## src/rtl/lfsr_way_replacer_if.sv

```systemverilog
// Request/response bundle between the miss handler (master) and the
// replacement-way selector (slave).
interface lfsr_way_replacer_if #(
  parameter int NUM_WAYS = 4,
  parameter int WAY_BITS = $clog2(NUM_WAYS)
) ();
  logic                req;
  logic [NUM_WAYS-1:0] valid_mask;
  logic [NUM_WAYS-1:0] lock_mask;
  logic                resp_valid;
  logic [WAY_BITS-1:0] resp_way;
  logic [NUM_WAYS-1:0] resp_onehot;
  logic                resp_fill;
  logic                resp_none;

  modport master (
    output req, valid_mask, lock_mask,
    input  resp_valid, resp_way, resp_onehot, resp_fill, resp_none
  );

  modport slave (
    input  req, valid_mask, lock_mask,
    output resp_valid, resp_way, resp_onehot, resp_fill, resp_none
  );
endinterface

```

## src/rtl/lfsr_way_replacer.sv

```systemverilog
// Pseudo-random replacement-way selector: invalid-way-first fill, lock-aware
// Galois-LFSR rotation. Define LFSR_WAY_REPLACER_PERF_EN for saturating perf counters.
module lfsr_way_replacer #(
  parameter int                 WIDTH    = 16,
  parameter logic [WIDTH-1:0]   TAPS     = 16'hB400,
  parameter int                 NUM_WAYS = 4,
  parameter int                 WAY_BITS = $clog2(NUM_WAYS)
) (
  input  logic                 clk,
  input  logic                 reset,
  input  logic                 seed_we,
  input  logic [WIDTH-1:0]     seed_data,
  lfsr_way_replacer_if.slave   bus,
  output logic [WIDTH-1:0]     lfsr_q
`ifdef LFSR_WAY_REPLACER_PERF_EN
  ,
  output logic [31:0]          perf_fill_cnt,
  output logic [31:0]          perf_rand_cnt,
  output logic [31:0]          perf_none_cnt
`endif
);

  logic [WIDTH-1:0]    lfsr_d;
  logic [WIDTH-1:0]    lfsr_step;
  logic [WAY_BITS-1:0] start;
  logic [WAY_BITS-1:0] scan_idx [NUM_WAYS];
  logic [WAY_BITS-1:0] fill_way;
  logic [WAY_BITS-1:0] rand_way;
  logic                any_invalid;
  logic                any_unlocked;

  logic                resp_valid_q, resp_valid_d;
  logic [WAY_BITS-1:0] resp_way_q, resp_way_d;
  logic [NUM_WAYS-1:0] resp_onehot_q, resp_onehot_d;
  logic                resp_fill_q, resp_fill_d;
  logic                resp_none_q, resp_none_d;

  assign lfsr_step = (lfsr_q >> 1) ^ (lfsr_q[0] ? TAPS : '0);
  assign start     = lfsr_q[WAY_BITS-1:0];

  // Candidate order for the random path: start, start+1, ... wrapping mod NUM_WAYS.
  for (genvar gi = 0; gi < NUM_WAYS; gi++) begin : g_scan
    assign scan_idx[gi] = start + WAY_BITS'(gi);
  end

  always_comb begin
    fill_way     = '0;
    any_invalid  = 1'b0;
    rand_way     = '0;
    any_unlocked = 1'b0;
    for (int i = NUM_WAYS - 1; i >= 0; i--) begin
      if (!bus.valid_mask[i]) begin
        any_invalid = 1'b1;
        fill_way    = WAY_BITS'(i);
      end
    end
    for (int k = NUM_WAYS - 1; k >= 0; k--) begin
      if (!bus.lock_mask[scan_idx[k]]) begin
        any_unlocked = 1'b1;
        rand_way     = scan_idx[k];
      end
    end
  end

  always_comb begin
    resp_valid_d  = bus.req;
    resp_fill_d   = bus.req && any_invalid;
    resp_none_d   = bus.req && !any_invalid && !any_unlocked;
    resp_way_d    = '0;
    resp_onehot_d = '0;
    if (bus.req && any_invalid) begin
      resp_way_d = fill_way;
    end else if (bus.req && any_unlocked) begin
      resp_way_d = rand_way;
    end
    if (bus.req && !resp_none_d) begin
      resp_onehot_d = NUM_WAYS'(1) << resp_way_d;
    end

    // Seed wins over the advance; selection above already used the old state.
    lfsr_d = lfsr_q;
    if (seed_we) begin
      lfsr_d = (seed_data == '0) ? WIDTH'(1) : seed_data;
    end else if (bus.req && !any_invalid) begin
      lfsr_d = lfsr_step;
    end
  end

  always_ff @(posedge clk) begin
    if (reset) begin
      lfsr_q        <= WIDTH'(1);
      resp_valid_q  <= 1'b0;
      resp_way_q    <= '0;
      resp_onehot_q <= '0;
      resp_fill_q   <= 1'b0;
      resp_none_q   <= 1'b0;
    end else begin
      lfsr_q        <= lfsr_d;
      resp_valid_q  <= resp_valid_d;
      resp_way_q    <= resp_way_d;
      resp_onehot_q <= resp_onehot_d;
      resp_fill_q   <= resp_fill_d;
      resp_none_q   <= resp_none_d;
    end
  end

  assign bus.resp_valid  = resp_valid_q;
  assign bus.resp_way    = resp_way_q;
  assign bus.resp_onehot = resp_onehot_q;
  assign bus.resp_fill   = resp_fill_q;
  assign bus.resp_none   = resp_none_q;

`ifdef LFSR_WAY_REPLACER_PERF_EN
  logic [31:0] perf_fill_q, perf_fill_d;
  logic [31:0] perf_rand_q, perf_rand_d;
  logic [31:0] perf_none_q, perf_none_d;
  logic        rand_hit;

  assign rand_hit = bus.req && !any_invalid && any_unlocked;

  always_comb begin
    perf_fill_d = perf_fill_q;
    perf_rand_d = perf_rand_q;
    perf_none_d = perf_none_q;
    if (resp_fill_d && (perf_fill_q != 32'hFFFF_FFFF)) perf_fill_d = perf_fill_q + 32'd1;
    if (rand_hit    && (perf_rand_q != 32'hFFFF_FFFF)) perf_rand_d = perf_rand_q + 32'd1;
    if (resp_none_d && (perf_none_q != 32'hFFFF_FFFF)) perf_none_d = perf_none_q + 32'd1;
  end

  always_ff @(posedge clk) begin
    if (reset) begin
      perf_fill_q <= '0;
      perf_rand_q <= '0;
      perf_none_q <= '0;
    end else begin
      perf_fill_q <= perf_fill_d;
      perf_rand_q <= perf_rand_d;
      perf_none_q <= perf_none_d;
    end
  end

  assign perf_fill_cnt = perf_fill_q;
  assign perf_rand_cnt = perf_rand_q;
  assign perf_none_cnt = perf_none_q;
`endif

endmodule
```

## src/flat_wrapper.sv

```systemverilog
// flat-port wrapper written by rule: the top's interface ports become plain ports
module lfsr_way_replacer_flat 
#(
  parameter int                 WIDTH    = 16,
  parameter logic [WIDTH-1:0]   TAPS     = 16'hB400,
  parameter int                 NUM_WAYS = 4,
  parameter int                 WAY_BITS = $clog2(NUM_WAYS)
)
  (clk, reset, seed_we, seed_data, lfsr_q, bus_req, bus_valid_mask, bus_lock_mask, bus_resp_valid, bus_resp_way, bus_resp_onehot, bus_resp_fill, bus_resp_none);
  lfsr_way_replacer_if #(.NUM_WAYS(NUM_WAYS), .WAY_BITS(WAY_BITS)) bus_i ();
  input  logic clk;
  input  logic reset;
  input  logic seed_we;
  input  logic [WIDTH-1:0] seed_data;
  output logic [WIDTH-1:0] lfsr_q;
  input wire logic [$bits(bus_i.req)-1:0] bus_req;
  input wire logic [$bits(bus_i.valid_mask)-1:0] bus_valid_mask;
  input wire logic [$bits(bus_i.lock_mask)-1:0] bus_lock_mask;
  output wire logic [$bits(bus_i.resp_valid)-1:0] bus_resp_valid;
  output wire logic [$bits(bus_i.resp_way)-1:0] bus_resp_way;
  output wire logic [$bits(bus_i.resp_onehot)-1:0] bus_resp_onehot;
  output wire logic [$bits(bus_i.resp_fill)-1:0] bus_resp_fill;
  output wire logic [$bits(bus_i.resp_none)-1:0] bus_resp_none;
  assign bus_i.req = bus_req;
  assign bus_i.valid_mask = bus_valid_mask;
  assign bus_i.lock_mask = bus_lock_mask;
  assign bus_resp_valid = bus_i.resp_valid;
  assign bus_resp_way = bus_i.resp_way;
  assign bus_resp_onehot = bus_i.resp_onehot;
  assign bus_resp_fill = bus_i.resp_fill;
  assign bus_resp_none = bus_i.resp_none;
  lfsr_way_replacer #(.WIDTH(WIDTH), .TAPS(TAPS), .NUM_WAYS(NUM_WAYS), .WAY_BITS(WAY_BITS)) u_core (.clk(clk), .reset(reset), .seed_we(seed_we), .seed_data(seed_data), .bus(bus_i), .lfsr_q(lfsr_q));
endmodule
```

## config.mk

```make
export PLATFORM = sky130hd
export DESIGN_NAME = lfsr_way_replacer_flat
export DESIGN_NICKNAME = d
export VERILOG_FILES = /design/src/rtl/lfsr_way_replacer_if.sv /design/src/rtl/lfsr_way_replacer.sv /design/src/flat_wrapper.sv
export SDC_FILE = /design/constraint.sdc
export NUM_CORES = 1
export LEC_CHECK = 0
export BUFFER_PORTS_ARGS = -buffer_cell sky130_fd_sc_hd__buf_2
export CAP_MARGIN = 20
export CORE_MARGIN = 2
export CORE_UTILIZATION = 40
export DETAILED_ROUTE_END_ITERATION = 10
export GPL_TIMING_DRIVEN = 0
export PLACE_DENSITY = 0.7
export REMOVE_ABC_BUFFERS = 1
export SLEW_MARGIN = 0
export SYNTH_ARGS = -nofsm -noshare
export SYNTH_HDL_FRONTEND = slang
export SYNTH_SLANG_ARGS = --single-unit
```

## constraint.sdc

```tcl
create_clock -name clk -period 2.4 [get_ports clk]
set_input_delay 0.72 -clock clk [delete_from_list [all_inputs] [get_ports clk]]
set_output_delay 0.72 -clock clk [all_outputs]
set_load 0.01 [all_outputs]
```

Word-level counts from Yosys, hierarchy flattened
Index checks and enable logic that the tools add are counted.
{"block": "classes", "addsub": 3, "magnitude_cmp": 4, "n_shift": 1, "muxes": 30, "n_bitwise": 2, "reduce_logical": 11}
{"op": "$mux 16", "n": 4}
{"op": "$mux 2", "n": 10}
{"op": "$logic_not 16->1", "n": 1}
{"op": "$xor 15x16->16", "n": 1}
{"op": "$lt 2x3->1 const B", "n": 4}
{"op": "$mux 1", "n": 12}
{"op": "$bmux 1 s2", "n": 4}
{"op": "$logic_and 1x1->1", "n": 5}
{"op": "$add 2x2->2 const B", "n": 2}
{"op": "$shl 1x2->4 const A", "n": 1}
{"op": "$logic_not 1->1", "n": 3}
{"op": "$add 2x1->2 const B", "n": 1}
{"op": "$reduce_bool 2->1", "n": 1}
{"op": "$reduce_or 2->1", "n": 1}
{"op": "$not 1->1", "n": 1}
{"block": "word_totals", "register_bits": 25, "input_bits": 28, "output_inout_bits": 25, "wordCells": 57}

Logic depth before layout (Yosys ltp)
{"block": "depth", "word_depth": 13, "depth_mapped": 6, "depth_no_buf": 4}

Worst setup path before layout
OpenSTA, ideal clock, no wires.
{"block": "synth_timing", "path_type": "in2reg", "start": "input bus_valid_mask[0]", "end": "register u_core.lfsr_q[1]", "setup_ps": 79, "arrival_ps": 1578, "required_time_ps": 2321, "slack_ps": 743, "path_stages": 6, "n_path_buf": 2, "cell_sequence": "and2_4 -> nand4_2 -> buf_6 -> buf_12 -> mux2i_1 -> a211oi_2"}
{"block": "synth_between", "elab_chain_len": 4}
{"element": "from (decl)", "line_no": "flat_wrapper.sv:17", "source": "input wire logic [$bits(bus_i.valid_mask)-1:0] bus_valid_mask;"}
{"element": "$mux 1", "line_no": "lfsr_way_replacer.sv:52", "source": "if (!bus.valid_mask[i]) begin"}
{"element": "$logic_not 1->1", "line_no": "lfsr_way_replacer.sv:84", "source": "end else if (bus.req && !any_invalid) begin"}
{"element": "$logic_and 1x1->1", "line_no": "lfsr_way_replacer.sv:84"}
{"element": "$reduce_bool 2->1 (no source line)"}
{"element": "to (signal assigned)", "line_no": "lfsr_way_replacer.sv:98", "source": "lfsr_q <= lfsr_d;"}
{"element": "to (decl)", "line_no": "lfsr_way_replacer.sv:14", "source": "output logic [WIDTH-1:0] lfsr_q"}
No other way between the ends.
A chain may end at the register's enable or synchronous reset.

Worst setup path after layout
{"block": "layout_timing", "start": "input bus_valid_mask[0]", "end": "register u_core.lfsr_q[3]"}
Same word-level chain as after synthesis.

==> metrics.cfg <==
[finish]
nNetsFinal=201
syn2layout_area_growth_pct=23.6
final_cell_area_um2=1440
diodes=0
drive_gt1_share_pct=34.9
final_cells=203
fillerInstances=292

[sta]
fin_crit_ns=1.88
setup_viol=0
worst_pin_slew_ns=0.706
maxSlewViolCount=0
clock_skew_ns=0.0100
max_freq_ghz=0.532
slew_headroom_pct=52.8
hold_viol=0
rsz0062_at_grt=false
final.setup.tns_ns=0
hold_slack_ns=0.578
fin_crit_sh_pct=78.4

[clock_network]
ctsHtreeMaxLevel=1
cts_root_buffer=clkbuf_4
cts_sinks=25
clkTransAtPathRegs_ns=0.14
clock_latency_ns=0.32
numCtsBuffers=3
cts_hold_buf=0
cts_resized=0
post_cts_buffers=0
cts_tree=yes
cts_buffer_depth=2

[worst_setup_path]
crit_type=input port to register
crit_required_ns=2.64
end_kind=register
arrival_ns=2.12
start_kind=input port
cp_max_fo=17

[min_path]
hold_class=register to register

[logic_synthesis]
synth_cells=123
syn_area_um2=1170
synth_common_cells=dfxtp_1 (25), mux2i_1 (16), nor2_1 (15), a211oi_1 (13), nand2_1 (6)
synth_top_area_share_pct=42.9
synth_most_common_cell=dfxtp_1
yosys.area.top_type=dfxtp_1
synth_edf_count=0
yosys_warnings=0
synth_area_leaders=dfxtp_1 (43%), mux2i_1 (14%), a211oi_1 (8.4%)
ys_seq_elements=25
synth_ff_type=dfxtp_1
ys_seq_area_share_pct=42.9
synth_cell_types=32
synth.avg_cell_area_um2=9.48
synthArstFlopShare_pct=0

[power]
ir_drop_mv=0.307
pwr_density_cell_nw_per_um2=546
p_leak_nw=0.758

[grt]
overflow=0
grt_pass1_wl_um=4660
gr-usage-all-layers_pct=17.6
grt_pass1_vias=1088
grt_max_degree=26
grt_antenna_before_repair=0

[detailed_routing]
via_per_inst=5.39
drt_iter0_drc=12
vias=1095
wl_per_cell_um=13.5
wirelength_um=2730
route.detailed.drc=0
drtPass1Iterations=4
detail-route-antenna-nets=0

[die]
core_area_um2=2760
rows=19
die_area_um2=3360
io_pins=53
die_h_um=58.0
start_util_pct=42.3
die_x_um=58.0

[run_status]
status=finished, final reports clean

[place]
io_buffers=52
placedCellCount=199
gp_congestion=0.700
place_hpwl_um=2120
place_area_um2=1410

[job]
maxCapViolCount=0

==> final timing paths <==
check,cells after the start,startpoint,endpoint,slack (ns)
min,2,u_core.lfsr_q[8]$_SDFFE_PP0P_,u_core.lfsr_q[7]$_SDFFE_PP0P_,0.58
min reg2reg,2,u_core.lfsr_q[8]$_SDFFE_PP0P_,u_core.lfsr_q[7]$_SDFFE_PP0P_,0.58
max reg2reg,4,u_core.lfsr_q[1]$_SDFFE_PP0P_,u_core.bus.resp_onehot[1]$_SDFF_PP0_,1.00
max,5,bus_valid_mask[0],u_core.lfsr_q[3]$_SDFFE_PP0P_,0.52
==> report_power, final <==
group          switching, mW  internal, mW
Sequential            0.0193         0.439
Clock                  0.122        0.0623
Combinational         0.0783        0.0668
==> layout make-up <==
class                      count  area (µm²)  share of cell area [%]
clock buffer                   3        22.5                    1.56
sequential                    25         500                    34.7
tap                           31        38.8                    2.69
multi-input combinational     89         607                    42.1
timing repair buffer          52         260                    18.1
clock inverter                 1        5.00                   0.347
inverter                       2        7.51                   0.521
==> per-stage QoR <==
step                utilization [%]  power (mW)  setup WS (ns)
floorplan                         -       0.539          0.521
global placement               51.3       0.608          0.223
detailed placement             51.3       0.613          0.148
CTS                            52.3       0.795          0.491
global route                   52.3       0.832          0.421
finish                         52.3       0.787          0.519
==> cells by family (layout without fill, tap and decap cells) <==
kind of cell              after synthesis  in the layout  share of synthesized area [%]
and+or+nand+nor                        40             40                           17.1
muxes                                  16             16                           13.7
DFF                                    25             25                           42.9
AOI/OAI and AO/OA                      30             30                           19.0
xor gates and xnor gates                3              3                           2.25
buffers and inverters                   9             58                           5.04
==> critical path, cell delays in order <==
cell      delay, ns
buf_2          0.10
and2_4         0.17
nand4_2        0.57
mux2i_1        0.29
a211oi_1       0.27
==> layer usage <==
layer	GRT usage, %	up-vias	routed length, µm
met5	0	-	0
met4	5.98	0	35
met3	4.24	4	191
met2	30.2	36	1350
met1	21.4	498	1150
li1	-	557	-
==> registers in the layout, summed over array words and instances (netlist names) <==
signal	count
u_core.bus.resp_fill	1
u_core.bus.resp_none	1
u_core.bus.resp_onehot	4
u_core.bus.resp_valid	1
u_core.bus.resp_way	2
u_core.lfsr_q	16
==> cell usage in the layout, fill, tap and decap left out, types with 2 or more instances in the layout <==
cell type   n
nor4_1      3
o21ai_0     2
a211oi_1   13
nor2_1     15
clkbuf_4    3
xor2_1      3
nand2b_1    4
dfxtp_1    25
nand2_1     6
mux2i_1    16
a21oi_1     3
nor3_1      5
a31oi_1     2
nor2b_1     2
o22ai_1     3
buf_2      52
Power figures use the tool's default switching activity.
